===== config.mk =====
export PLATFORM = sky130hd
export DESIGN_NAME = delay_line_var_flat
export DESIGN_NICKNAME = d
export VERILOG_FILES = /design/src/rtl/delay_line_var_if.sv /design/src/rtl/delay_line_var.sv /design/src/flat_wrapper.sv
export SDC_FILE = /design/constraint.sdc
export NUM_CORES = 1
export LEC_CHECK = 0
export CORE_MARGIN = 1.5
export CORE_UTILIZATION = 40
export DETAILED_ROUTE_END_ITERATION = 10
export PLACE_DENSITY = 0.75
export REMOVE_ABC_BUFFERS = 1
export SLEW_MARGIN = 10
export SYNTH_ARGS = -nofsm -noshare
export SYNTH_HDL_FRONTEND = slang
export SYNTH_SLANG_ARGS = --single-unit

===== constraint.sdc =====
create_clock -name clk -period 1.7 [get_ports clk]
set_input_delay 0.255 -clock clk [delete_from_list [all_inputs] [get_ports clk]]
set_output_delay 0.255 -clock clk [all_outputs]
set_load 0.03 [all_outputs]

===== src/rtl/delay_line_var_if.sv =====
// Bus between the PRBS aligner and its driver: shift controls, selector, data in and out.
// out_valid is a level, not a handshake: high means signal_out carries a sample shifted in under active_sel.
interface delay_line_var_if #(
    parameter int DATA_W = 1,
    parameter int SEL_W  = 2
);
    logic              enable;
    logic              load;
    logic [SEL_W-1:0]  delay_select;
    logic [DATA_W-1:0] signal_in;
    logic [DATA_W-1:0] signal_out;
    logic              out_valid;
    logic [SEL_W-1:0]  active_sel;

    modport master (
        output enable, load, delay_select, signal_in,
        input  signal_out, out_valid, active_sel
    );

    modport slave (
        input  enable, load, delay_select, signal_in,
        output signal_out, out_valid, active_sel
    );
endinterface


===== src/rtl/delay_line_var.sv =====
// Variable-tap delay line aligning the reference PRBS to the looped-back stream.
// A settle counter holds out_valid low until the line is filled under the current tap.
module delay_line_var #(
    parameter int DATA_W    = 1,
    parameter int MIN_DELAY = 3,
    parameter int SEL_W     = 2
) (
    input logic             clk,
    input logic             reset,
    delay_line_var_if.slave bus
);
    localparam int MAX_DELAY = MIN_DELAY + (1 << SEL_W) - 1;
    localparam int CNT_W     = $clog2(MAX_DELAY + 1);
    localparam int TAP_W     = (MAX_DELAY > 1) ? $clog2(MAX_DELAY) : 1;

    logic [DATA_W-1:0] stage [MAX_DELAY];
    logic [SEL_W-1:0]  sel_q;
    logic [CNT_W-1:0]  cnt;
    logic [TAP_W-1:0]  tap;
    logic [CNT_W-1:0]  need;

    always_ff @(posedge clk) begin
        if (reset) begin
            for (int k = 0; k < MAX_DELAY; k++) begin
                stage[k] <= '0;
            end
            sel_q <= '0;
            cnt   <= '0;
        end else begin
            if (bus.enable) begin
                stage[0] <= bus.signal_in;
                for (int k = 1; k < MAX_DELAY; k++) begin
                    stage[k] <= stage[k-1];
                end
            end
            if (bus.load) begin
                sel_q <= bus.delay_select;
            end
            // A load restarts settling even when it coincides with a shift.
            if (bus.load) begin
                cnt <= '0;
            end else if (bus.enable && (cnt != CNT_W'(MAX_DELAY))) begin
                cnt <= cnt + 1'b1;
            end
        end
    end

    always_comb begin
        tap  = TAP_W'(MIN_DELAY - 1) + TAP_W'(sel_q);
        need = CNT_W'(MIN_DELAY) + CNT_W'(sel_q);
    end

    assign bus.signal_out = stage[tap];
    assign bus.out_valid  = (cnt >= need);
    assign bus.active_sel = sel_q;
endmodule


===== src/flat_wrapper.sv =====
// flat-port wrapper written by rule: the top's interface ports become plain ports
module delay_line_var_flat 
#(
    parameter int DATA_W    = 1,
    parameter int MIN_DELAY = 3,
    parameter int SEL_W     = 2
)
  (clk, reset, bus_enable, bus_load, bus_delay_select, bus_signal_in, bus_signal_out, bus_out_valid, bus_active_sel);
  delay_line_var_if #(.DATA_W(DATA_W), .SEL_W(SEL_W)) bus_i ();
  input logic clk;
  input logic reset;
  input wire logic [$bits(bus_i.enable)-1:0] bus_enable;
  input wire logic [$bits(bus_i.load)-1:0] bus_load;
  input wire logic [$bits(bus_i.delay_select)-1:0] bus_delay_select;
  input wire logic [$bits(bus_i.signal_in)-1:0] bus_signal_in;
  output wire logic [$bits(bus_i.signal_out)-1:0] bus_signal_out;
  output wire logic [$bits(bus_i.out_valid)-1:0] bus_out_valid;
  output wire logic [$bits(bus_i.active_sel)-1:0] bus_active_sel;
  assign bus_i.enable = bus_enable;
  assign bus_i.load = bus_load;
  assign bus_i.delay_select = bus_delay_select;
  assign bus_i.signal_in = bus_signal_in;
  assign bus_signal_out = bus_i.signal_out;
  assign bus_out_valid = bus_i.out_valid;
  assign bus_active_sel = bus_i.active_sel;
  delay_line_var #(.DATA_W(DATA_W), .MIN_DELAY(MIN_DELAY), .SEL_W(SEL_W)) u_core (.clk(clk), .reset(reset), .bus(bus_i));
endmodule

==> flow_metrics.tcl <==
set metrics [dict create \
    tns_ns -0.0457 \
    ys_types 19 \
    slew_headroom_pct 79.9 \
    leakage_nw 0.321 \
    root_buffer "clkbuf_4" \
    synth_top_cell_area_share_pct 31.9 \
    cts_tree "yes" \
    portBuffers 10 \
    utilization_pct 59.7 \
    hold_viol_final 0 \
    synth_seq_area_share_pct 49.7 \
    path_common_cell "ha_4" \
    cts_buffers 3 \
    ys.flop_type "edfxtp_1" \
    cp_slowest_stage_delay_ns 0.33 \
    area_growth_pct 37.7 \
    num_rows 13 \
    gr-usage-all-layers_pct 15.3 \
    grt_pass1_wl_mm 1.59 \
    nFillCells 111 \
    start_util_pct 43.4 \
    slowest_stage "dfxtp_2" \
    diodes 0 \
    clk_pin_slew_worst_paths_ns 0.07 \
    crit_chain "inv_2 > ha_4 > ha_4 > o21ai_2 > a21oi_2 > buf_6" \
    synth_warnings 0 \
    crit_arrival_ns 1.49 \
    synth_commonest_cells "and2_1, edfxtp_1, ha_1, dfxtp_1, nor2_1" \
    dp.cells 74 \
    die_y_um 40.6 \
    worst_slack_ns -0.0457 \
    cts_sinks 11 \
    dr.pass1.iters 4 \
    violations "setup timing" \
    power.total_w 0.000594 \
    synth_top_cells_by_area "edfxtp_1, dfxtp_1, ha_1" \
    power_density_mw_per_mm2 764 \
    seqCellArea_um2 283 \
    dieArea_mm2 0.00165 \
    io_pins 11 \
    start_kind "flip-flop" \
    wl_per_cell_um 12.1 \
    grt_overflow 0 \
    finalSetupViolCount 1 \
    ant_nets 0 \
    coreArea_mm2 0.00130 \
    placed_area_um2 696 \
    drv_slew 0 \
    h-tree-depth 1 \
    rsz0062_at_grt "yes" \
    ff2ff_setup_slack_ns 0.35 \
    place_congestion 0.672 \
    nets 80 \
    max_cap_violations 0 \
    dp_hpwl_um 638 \
    yosys.area.top_type "edfxtp_1" \
    worstPathRequired_ns 1.44 \
    grt_pass1_vias 394 \
    final_area_um2 777 \
    clock_latency_ns 0.26 \
    post-route-min-period_ns 1.75 \
    syn-cell-area_um2 564 \
    num_vias 396 \
    drt-initial-drc-count 2 \
    avgSynthCellArea_um2 12.0 \
    routed_wl_um 983 \
    multi_input_area_um2 302 \
    fmax_mhz 573 \
    ys_ff_latch 11 \
    clk_path_buf_depth 2 \
    final_cells 81 \
    crit_type "flip-flop to primary output" \
    outcome "finished, violations left" \
    drcViolationCount 0 \
    viasPerCell 4.89 \
    drive_above_1_share_pct 34.8 \
    endpoint_kind "primary output" \
    synth_edf_count 6 \
    peakVddDrop_mv 0.434 \
    fp.dieW_um 40.6 \
    grt_max_degree 7 \
    crit_fanout 2 \
    finalCritPeriodShare_pct 103 \
    ys_async_sr_fraction_pct 0 \
    tightest_slew_ns 0.300 \
    finClkSkew_ns 0.00117 \
    hold_path_class "flip-flop to flip-flop" \
    antenna_found_initial 0 \
    syn_inst 47 \
]
-- cells by family after synthesis --
family	synth area share, %
multiplexers	7.54
AO/OA/AOI/OAI	9.98
XOR/XNOR	1.55
AND/OR/NAND/NOR	15.3
flip-flops	49.7
buffers and inverters	2.66
adder cells (fa/ha/maj)	13.3
-- power by group --
group | internal, W | leakage [nW] | total [W] | switching, W
Clock | 0.0000906 | 0.0150 | 0.000171 | 0.0000805
Combinational | 0.0000615 | 0.198 | 0.000120 | 0.0000584
Sequential | 0.000296 | 0.108 | 0.000302 | 0.00000682
Total | 0.000448 | 0.321 | 0.000594 | 0.000146
-- state kept, by name (all words and copies together), names as in the netlist --
register and cells:
u_core.cnt 3, u_core.stage 6, u_core.bus.active_sel 2
-- final cells by class --
| type | count | share of cell area [%] |
|---|---|---|
| flip-flops and latches | 11 | 36.4 |
| well taps | 15 | 2.42 |
| inverters | 4 | 1.93 |
| multi-input cells | 32 | 38.8 |
| clock buffers | 4 | 3.38 |
| repair buffers | 15 | 17.1 |
-- metal layers --
layer	track usage, %	part of all wire (%)
met1	18.4	44
met2	25.4	51
met3	3.33	4.1
met4	7.50	0.51
met5	0	0
-- critical path, delay by kind of cell (launching register included) --
kind,cells,cell delay (ns)
AOI/OAI and AO/OA,2,0.22
buffers and inverters,2,0.19
adders and majority gates,2,0.48
DFF,1,0.33
-- final timing paths --
path	startpoint	endpoint	cells after the start
hold / removal	u_core.stage[1]$_SDFFCE_PP0P_	u_core.stage[2]$_SDFFCE_PP0P_	1
setup reg to reg	u_core.cnt[0]$_SDFFE_PP0P_	u_core.cnt[1]$_SDFFE_PP0P_	5
hold reg to reg	u_core.stage[1]$_SDFFCE_PP0P_	u_core.stage[2]$_SDFFCE_PP0P_	1
setup / recovery	u_core.bus.active_sel[1]$_SDFFE_PP0P_	bus_out_valid	6
-- through the flow --
step / setup WS (ns) / hold WS, ns
6_report: -0.0457 / 0.517
5_1_grt: -0.114 / 0.534
4_1_cts: -0.0395 / 0.520
3_5_place_dp: 0.00147 / 0.505
3_3_place_gp: 0.00773 / 0.500
2_1_floorplan: -0.313 / 0.324
-- cells in the final DEF (no fill, tap or decap) --
cell type,count
and2_1,6
inv_2,2
buf_2,1
ha_1,4
buf_6,1
mux4_2,1
a21oi_2,1
a21boi_4,1
o21ai_2,1
nor2b_2,1
clkbuf_1,1
dfxtp_2,2
xnor2_1,1
edfxtp_1,6
inv_1,2
or2_0,1
buf_4,5
nand2_1,1
a2111oi_2,1
dlygate4sd2_1,1
nor2_1,5
clkbuf_4,3
a211oi_1,1
mux2i_1,2
o21ai_0,1
or2_2,1
dfxtp_1,3
ha_4,2
nor3_1,1
clkdlybuf4s50_1,7
-- timing repair --
item	CTS	global route
pin swaps	3	1
setup endpoints to repair	2	2
gates resized for setup	11	5
hold buffers	0	0
buffers inserted	3	0
No activity file was read; power rests on OpenSTA's default activity.
